--- config.mk ---
export PLATFORM = sky130hd
export DESIGN_NAME = masked_merge_pipe
export DESIGN_NICKNAME = d
export VERILOG_FILES = /design/src/rtl/masked_merge_pipe_pkg.sv /design/src/rtl/masked_merge_pipe_slice.sv /design/src/rtl/masked_merge_pipe.sv
export SDC_FILE = /design/constraint.sdc
export NUM_CORES = 1
export LEC_CHECK = 0
export CORE_ASPECT_RATIO = 0.7
export CORE_MARGIN = 2
export CORE_UTILIZATION = 44
export DETAILED_ROUTE_END_ITERATION = 10
export GPL_TIMING_DRIVEN = 0
export PLACE_DENSITY = 0.83
export SKIP_LAST_GASP = 1
export SLEW_MARGIN = 20
export SYNTH_ARGS = -nofsm -noshare
export SYNTH_HDL_FRONTEND = slang
export SYNTH_SLANG_ARGS = --single-unit
export TNS_END_PERCENT = 1
--- constraint.sdc ---
create_clock -name clk -period 2.9 [get_ports clk]
set_input_delay 0.435 -clock clk [delete_from_list [all_inputs] [get_ports clk]]
set_output_delay 0.435 -clock clk [all_outputs]
set_load 0.005 [all_outputs]
--- src/rtl/masked_merge_pipe_pkg.sv ---
// Shared types and constants for the masked_merge_pipe datapath.
// Contents: the mode_e enum, the transaction counter width and saturation value,
// and a helper that folds the reserved mode onto PASS.
package mmp_pkg;

    // Per-beat output mode. The reserved encoding behaves exactly like PASS.
    typedef enum logic [1:0] {
        MMP_PASS  = 2'd0,
        MMP_ACC   = 2'd1,
        MMP_MERGE = 2'd2,
        MMP_RSVD  = 2'd3
    } mode_e;

    localparam int                   MMP_CNT_W   = 16;
    localparam logic [MMP_CNT_W-1:0] MMP_CNT_MAX = {MMP_CNT_W{1'b1}};

    // Maps the reserved encoding onto PASS so that downstream decode has three cases.
    function automatic mode_e mmp_norm_mode(input logic [1:0] raw);
        mode_e m;
        m = mode_e'(raw);
        return (m == MMP_RSVD) ? MMP_PASS : m;
    endfunction

endpackage : mmp_pkg

--- src/rtl/masked_merge_pipe_slice.sv ---
// mmp_slice: a single-entry valid/ready pipeline register with a
// parametrised payload width.
// It accepts a new word whenever it is empty or its content leaves on the same edge.
// The ready output depends only on the slice's own state and downstream ready,
// never on i_valid.
module mmp_slice #(
    parameter int PW = 8
) (
    input  logic          clk,
    input  logic          rst,
    input  logic          i_valid,
    output logic          o_ready,
    input  logic [PW-1:0] i_data,
    output logic          o_valid,
    input  logic          i_ready,
    output logic [PW-1:0] o_data
);

    logic          r_valid;
    logic [PW-1:0] r_data;

    // Accept when empty or when the held word is being taken this cycle.
    assign o_ready = !r_valid || i_ready;
    assign o_valid = r_valid;
    assign o_data  = r_data;

    // Occupancy flag: follows the input valid whenever the slice can accept.
    always_ff @(posedge clk) begin
        // NOTE: state registers use non-blocking assignments, so every flop samples
        // pre-edge values and the simulation order of the processes does not matter.
        if (rst) begin
            r_valid <= 1'b0;
        end else if (o_ready) begin
            r_valid <= i_valid;
        end
    end

    // Payload capture on a handshake.
    // NOTE: the payload is deliberately left unreset. r_valid qualifies it, so
    // resetting it would only add reset fan-out.
    always_ff @(posedge clk) begin
        if (i_valid && o_ready) begin
            r_data <= i_data;
        end
    end

endmodule : mmp_slice

--- src/rtl/masked_merge_pipe.sv ---
// masked_merge_pipe: a two-stage pipelined masked-AND datapath with PASS,
// OR-accumulate and MERGE output modes behind a valid/ready handshake.
//
// Stage 1 is an mmp_slice that carries {mode, d, r}, with d = a & (b|c) and r = a & b.
// Stage 2 is inline. It holds the mode mux, the accumulator and the output register.
//
// Optional feature: define MASKED_MERGE_PIPE_TXN_CNT_EN to build a saturating
// 16-bit count of accepted outputs. Without it, txn_cnt is tied to zero.
module masked_merge_pipe
    import mmp_pkg::*;
#(
    parameter int WIDTH = 4,
    parameter int SPLIT = 2
) (
    input  logic                 clk,
    input  logic                 rst,
    input  logic                 in_valid,
    output logic                 in_ready,
    input  logic [WIDTH-1:0]     a,
    input  logic [WIDTH-1:0]     b,
    input  logic [WIDTH-1:0]     c,
    input  logic [1:0]           mode,
    input  logic                 acc_clr,
    output logic                 out_valid,
    input  logic                 out_ready,
    output logic [WIDTH-1:0]     q,
    output logic [MMP_CNT_W-1:0] txn_cnt
);

    // Stage-1 payload layout: {mode[1:0], d[WIDTH-1:0], r[WIDTH-1:0]}.
    localparam int PW = 2 + 2 * WIDTH;

    // Illegal geometries would make the merge fields overlap or vanish.
    if (WIDTH < 2 || SPLIT < 1 || SPLIT > WIDTH - 1) begin : g_bad_params
        $error("masked_merge_pipe: need WIDTH>=2 and 1<=SPLIT<=WIDTH-1");
    end

    logic [WIDTH-1:0] w_d_in;
    logic [WIDTH-1:0] w_r_in;
    logic [PW-1:0]    w_s1_in;
    logic             w_s1_in_ready;
    logic             w_s1_valid;
    logic [PW-1:0]    w_s1_data;
    logic             w_s2_ready;
    logic             w_s2_load;
    mode_e            w_s1_mode;
    logic [WIDTH-1:0] w_s1_d;
    logic [WIDTH-1:0] w_s1_r;
    logic [WIDTH-1:0] w_merged;
    logic [WIDTH-1:0] w_acc_base;
    logic [WIDTH-1:0] w_q_next;

    logic             r_out_valid;
    logic [WIDTH-1:0] r_q;
    logic [WIDTH-1:0] r_acc;

    // Operand reduction happens before stage 1, so the slice holds only the two
    // results that are needed.
    assign w_d_in  = a & (b | c);
    assign w_r_in  = a & b;
    assign w_s1_in = {mode, w_d_in, w_r_in};

    // Stage 2 can take a word when it is empty or its result is leaving now.
    assign w_s2_ready = !r_out_valid || out_ready;
    assign w_s2_load  = w_s1_valid && w_s2_ready;

    mmp_slice #(
        .PW (PW)
    ) u_stage1 (
        .clk     (clk),
        .rst     (rst),
        .i_valid (in_valid),
        .o_ready (w_s1_in_ready),
        .i_data  (w_s1_in),
        .o_valid (w_s1_valid),
        .i_ready (w_s2_ready),
        .o_data  (w_s1_data)
    );

    // in_ready stays low while rst is asserted. Otherwise it equals
    // !s1_valid || !out_valid || out_ready.
    assign in_ready = !rst && w_s1_in_ready;

    assign w_s1_mode = mmp_norm_mode(w_s1_data[PW-1 -: 2]);
    assign w_s1_d    = w_s1_data[2*WIDTH-1 -: WIDTH];
    assign w_s1_r    = w_s1_data[WIDTH-1:0];

    // Each merged bit has a single source: r above the split and d below it.
    assign w_merged = {w_s1_r[WIDTH-1:SPLIT], w_s1_d[SPLIT-1:0]};

    // A clear in the same cycle as an ACC load takes effect first.
    assign w_acc_base = acc_clr ? '0 : r_acc;

    // Next result selected by the mode captured with the beat.
    always_comb begin
        // NOTE: default assignment first, so no path through this block can infer a latch.
        w_q_next = w_s1_d;
        unique case (w_s1_mode)
            MMP_ACC:   w_q_next = w_acc_base | w_s1_d;
            MMP_MERGE: w_q_next = w_merged;
            default:   w_q_next = w_s1_d;
        endcase
    end

    // Output stage: it loads on a stage-2 handshake and holds while stalled.
    always_ff @(posedge clk) begin
        if (rst) begin
            r_out_valid <= 1'b0;
            r_q         <= '0;
        end else if (w_s2_load) begin
            r_out_valid <= 1'b1;
            r_q         <= w_q_next;
        end else if (out_ready) begin
            r_out_valid <= 1'b0;
        end
    end

    // Accumulator: an ACC load ORs d into it. A standalone acc_clr zeroes it.
    always_ff @(posedge clk) begin
        if (rst) begin
            r_acc <= '0;
        end else if (w_s2_load && w_s1_mode == MMP_ACC) begin
            r_acc <= w_q_next;
        end else if (acc_clr) begin
            r_acc <= '0;
        end
    end

    assign out_valid = r_out_valid;
    assign q         = r_q;

`ifdef MASKED_MERGE_PIPE_TXN_CNT_EN
    logic [MMP_CNT_W-1:0] r_txn_cnt;

    // Saturating count of results taken downstream. acc_clr does not clear it.
    always_ff @(posedge clk) begin
        if (rst) begin
            r_txn_cnt <= '0;
        end else if (r_out_valid && out_ready && r_txn_cnt != MMP_CNT_MAX) begin
            r_txn_cnt <= r_txn_cnt + 1'b1;
        end
    end

    assign txn_cnt = r_txn_cnt;
`else
    assign txn_cnt = '0;
`endif

endmodule : masked_merge_pipe

Yosys cells after proc, flatten, opt, wreduce, memory -nomap -nowiden. Index checks and enable logic that the tools add are counted.

Flip-flop bits (word level): 20. Input port bits: 19. Output and inout port bits: 22. Logic and storage cells: 28.

Equal/unequal tests: 3. Multiplexer cells: 6. Bitwise operators: 4. Reductions and logical operators: 10.

Operator list (count): 4-bit bitwise AND (2); 4-bit two-way mux (2); 4-bit OR (2); 4-bit one-hot mux with 2 select lines (1); 2-bit == test (second input constant) (2); 1-bit logical AND (4); 1-bit zero test (3); 2-bit by 1-bit == test with 1-bit output (second input constant) (1); 1-bit logical OR (2); 1-bit two-way mux (2); 2-bit two-way mux (1); 2-bit nonzero test (1).

Longest topological paths before layout.
Depth after elaboration: 5. Gate-level depth with buffers: 5. Mapped depth without buffers: 5.

Modules after synthesis. A second synthesis with hierarchy kept.

Cells, all modules: 94. Area total of the unflattened synthesis: 1046.0 um^2.

By module, submodules not included: masked_merge_pipe (times used 1, cells an instance 79, area each 690.7 um^2, sequential area each 180.2 um^2); mmp_slice (times used 1, cells an instance 15, area each 355.3 um^2, sequential area each 320.3 um^2).

Worst setup path before layout. OpenSTA, ideal clock, no wires.

Path type: input to register. From: input port out_ready. To: register u_stage1.r_data[2] (netlist: u_stage1.o_data[2]) (enable). Library setup time: 0.385 ns. Arrival time: 1.180 ns. Data required time: 2.515 ns. Setup slack: 1.335 ns. Cell stages on the path: 2. Buffers on the path: 0. Cells stage by stage: nor2b_1 -> a21boi_0.

Cells in the longest elaborated chain, start to end: 3.

RTL lines: start: declaration (RTL line masked_merge_pipe.sv:25) `input logic out_ready,`; 1-bit logical OR (RTL line masked_merge_pipe.sv:64) `assign w_s2_ready = !r_out_valid || out_ready;`; 1-bit logical OR (RTL line masked_merge_pipe_slice.sv:23) `assign o_ready = !r_valid || i_ready;`; 1-bit logical AND (RTL line masked_merge_pipe_slice.sv:42) `if (i_valid && o_ready) begin`; end signal: assignment (RTL line masked_merge_pipe_slice.sv:43) `r_data <= i_data;`; end: declaration (RTL line masked_merge_pipe_slice.sv:20) `logic [PW-1:0] r_data;`.

Every way passes these cells. A chain may end at the register's enable or synchronous reset.

Worst setup path in the final report.
From: input port rst. To: output port in_ready.

Cells in the longest elaborated chain, start to end: 2.

RTL lines: start: declaration (RTL line masked_merge_pipe.sv:16) `input logic rst,`; 1-bit zero test (RTL line masked_merge_pipe.sv:82) `assign in_ready = !rst && w_s1_in_ready;`; 1-bit logical AND (RTL line masked_merge_pipe.sv:82); end: declaration (RTL line masked_merge_pipe.sv:18) `output logic in_ready,`.

Every way passes these cells.

==> flow_summary.json <==
{
  "final_core_util_pct": 66.7,
  "crit_slowest_cell": "clkdlybuf4s50_1",
  "setup_viol": 0,
  "power_frac_seq_pct": 54.6,
  "vias_per_cell": 4.94,
  "maxCapViolations": 0,
  "holdCritStartpoint": "r_acc[3]",
  "min_to": "q[3]",
  "numClockSinks": 18,
  "nets": 155,
  "coreArea_sq_mm": 0.00192,
  "avgSynthCellArea_sq_um": 10.3,
  "relSlewSlack_pct": 49.7,
  "num_antenna_cells": 0,
  "r2r_cells": 4,
  "synth-warning-count": 0,
  "timing.rr.end": "r_acc[2]",
  "synth-seq-cells": 18,
  "hpwl_microns": 1610,
  "dieWidth_microns": 58.9,
  "violations": "design-rule violations",
  "ant_nets": 0,
  "grt_overflow": 0,
  "slew_viol_final": 0,
  "die_h_microns": 42.5,
  "drt-initial-drc-count": 16,
  "clkPwrFrac_pct": 25.2,
  "synthSimpleGateAreaFrac_pct": 13.3,
  "synth-main-ff-cell": "dfxtp_1",
  "place_congestion": 0.799,
  "reg2reg_slack_ps": 1210,
  "netSwitchingFraction_pct": 24.7,
  "yosys-top-cells-area": "edfxtp_1 26%, dfxtp_1 22%, buf_4 13%, o21a_1 4.0%, a21oi_1 3.8%",
  "cts_root_buf": "clkbuf_4",
  "endpoint_kind": "output pin",
  "peakVddDrop_v": 0.000239,
  "status": "finished with violations",
  "synthesis.instances": 90,
  "tightest_slew_ps": 754,
  "grt_max_degree": 11,
  "postCtsHoldBufs": 0,
  "finalCritPeriodShare_pct": 80.4,
  "synthAdderAreaFrac_pct": 2.69,
  "yosysTopAreaCell": "edfxtp_1",
  "grt_use_total_pct": 16.4,
  "die_area_sq_mm": 0.00250,
  "cts_setup_buffers": 0,
  "cts.clk_slew.worst_paths_ps": 100,
  "grt_pass1_vias": 758,
  "syn_to_final_growth_pct": 37.7,
  "hold_viol_final": 0,
  "final_layout_size_suffix_gt1_share_pct": 18.0,
  "drc_errors": 4,
  "hp-class": "flop to flop",
  "ys_types": 28,
  "cts_tree": "yes",
  "synth_top_area_share_pct": 25.8,
  "yosys-mux-area-fraction_pct": 0,
  "synth_compound_area_share_pct": 19.9,
  "syn_area_sq_um": 930,
  "rows": 13,
  "cpMostUsedCell": "clkdlybuf4s50_1",
  "io_pins": 41,
  "whs_path_depth": 2,
  "wl_per_cell_microns": 12.7,
  "dpl_worst_slack_ps": 539,
  "p_leak_nw": 0.529,
  "cpLargestDelayFamily": "buffers and inverters",
  "grt_first_pass_wirelength_microns": 3100,
  "finalWorstSetupSlack_ps": 569,
  "crit_fanout": 10,
  "power.switching_mw": 0.129,
  "portBuffers": 24,
  "dr.pass1.iters": 7,
  "cts_buffer_depth": 2,
  "p_int_mw": 0.395,
  "path_cells": "clkdlybuf4s50_1 -> clkbuf_1 -> a21oi_1 -> clkdlybuf4s50_1",
  "synth_top_family_by_area": "compound AO/OA/AOI/OAI gates",
  "cts_resized": 0,
  "htreeDepth": 1,
  "clock_skew_ps": 6.65,
  "rsz0062_at_grt": "false",
  "wirelength_microns": 1960,
  "crit_start": "rst",
  "crit_type": "input port to output pin",
  "async_flop_share_pct": 0,
  "vias": 766,
  "cp.required_ps": 2470,
  "yosysSeqAreaShare_pct": 47.4,
  "cpPeakStageDelay_ps": 530,
  "synth_edf_count": 8,
  "start_util_pct": 48.4,
  "arrival_ps": 1900,
  "tns_ps": 0,
  "synth_xor_area_share_pct": 0,
  "fillCellCount": 158,
  "critPathLaunchType": "input port",
  "comb_power_share_pct": 20.3,
  "crit-reg2reg-launch": "u_stage1.o_data[9]",
  "p_per_area_mw_per_mm2": 410,
  "worst-path-buf-inv": 3,
  "cts_made_buffers": 3,
  "min_period_ps": 2330,
  "antenna_found_initial": 0,
  "fmax_ghz": 0.429,
  "clock_latency_ps": 300
}
-- worst max-delay path by stage --
stage / end / slack, ps / cells after the start
after CTS: in_ready / 590 / 4
after floorplan: u_stage1.o_data[2] / 1340 / 2
after global placement: u_stage1.o_data[8] / 600 / 3
final: in_ready / 570 / 4
after detailed placement: u_stage1.o_data[8] / 540 / 3
after global routing: in_ready / 490 / 4
-- final cells by class --
| class | instances | area [sq um] | share of cell area, % |
|---|---|---|---|
| inverter | 6 | 22.5 | 1.76 |
| buffer | 18 | 129 | 10.1 |
| sequential | 18 | 440 | 34.4 |
| multi-input combinational | 63 | 394 | 30.8 |
| timing repair buffer | 24 | 240 | 18.8 |
| tap | 22 | 27.5 | 2.15 |
| clock buffer | 4 | 26.3 | 2.05 |
-- cells by family after synthesis --
family / Yosys count
AOI/OAI and AO/OA: 26
adders and majority gates: 2
buffers and inverters: 24
DFF: 18
other: 1
and+or+nand+nor: 19
-- metal layers --
layer / track usage [%] / vias to the layer above / wire length, microns
li1: - / 381 / -
met1: 18.0 / 351 / 789
met2: 30.2 / 31 / 1000
met3: 5.56 / 3 / 163
met4: 3.64 / 0 / 10
met5: 0 / - / 0
-- worst reg2reg max path: cells and delay by family, from the launching register on --
family	cells	cell delay [ps]
AOI/OAI and AO/OA	2	560
adders and majority gates	1	460
DFF	1	400
buffers and inverters	1	130
-- power by group through the flow --
stage                     sequential, mW  combinational [mW]  clock [mW]
after global routing               0.288               0.115       0.141
after CTS                          0.286               0.104       0.133
final                              0.286               0.106       0.132
after detailed placement           0.292               0.104           0
after global placement             0.291               0.100           0
after floorplan                    0.291              0.0568           0
-- metrics by stage --
stage | instance area (sq um) | std cells | hold WS [ps] | power (mW)
3_3_place_gp | 1250 | 151 | 472 | 0.391
6_report | 1280 | 155 | 499 | 0.524
3_5_place_dp | 1250 | 151 | 484 | 0.396
5_1_grt | 1280 | 155 | 528 | 0.544
4_1_cts | 1280 | 155 | 498 | 0.524
2_1_floorplan | 986 | 105 | 455 | 0.348
-- synthesized netlist by cell type, types with 2 or more instances --
master    number
o32ai_1        3
a21oi_1        7
and2_1         2
edfxtp_1       8
o21a_1         5
nor2_1         2
nand2_1        4
nor3b_1        2
or3b_2         3
ha_1           2
inv_1          6
nand2b_1       2
buf_4         16
a311oi_1       4
dfxtp_1       10
o31ai_1        2
-- registers in the layout, indices dropped and copies added (netlist names) --
signal            flops
r_acc                 4
u_stage1.o_valid      1
u_stage1.o_data       8
q                     4
out_valid             1
-- placed cells by master (no fill, tap or decap), drive strengths merged --
cell type | synthesis | routed
a21boi | 1 | 1
o22ai | 1 | 1
nor3b | 3 | 3
a221oi | 1 | 1
o31ai | 2 | 2
nand2 | 4 | 4
nor2b | 1 | 1
nor2 | 2 | 2
ha | 2 | 2
buf | 17 | 17
a311oi | 4 | 4
nand3 | 1 | 1
conb | 1 | 16
clkdlybuf4s50 | 0 | 24
edfxtp | 8 | 8
a31oi | 1 | 1
inv | 6 | 6
o32ai | 3 | 3
a21oi | 7 | 7
nor3 | 1 | 1
o21a | 5 | 5
or3b | 3 | 3
and2 | 2 | 2
a211oi | 1 | 1
nand2b | 2 | 2
dfxtp | 10 | 10
clkbuf | 1 | 5
(Power assumes the default switching activity.)
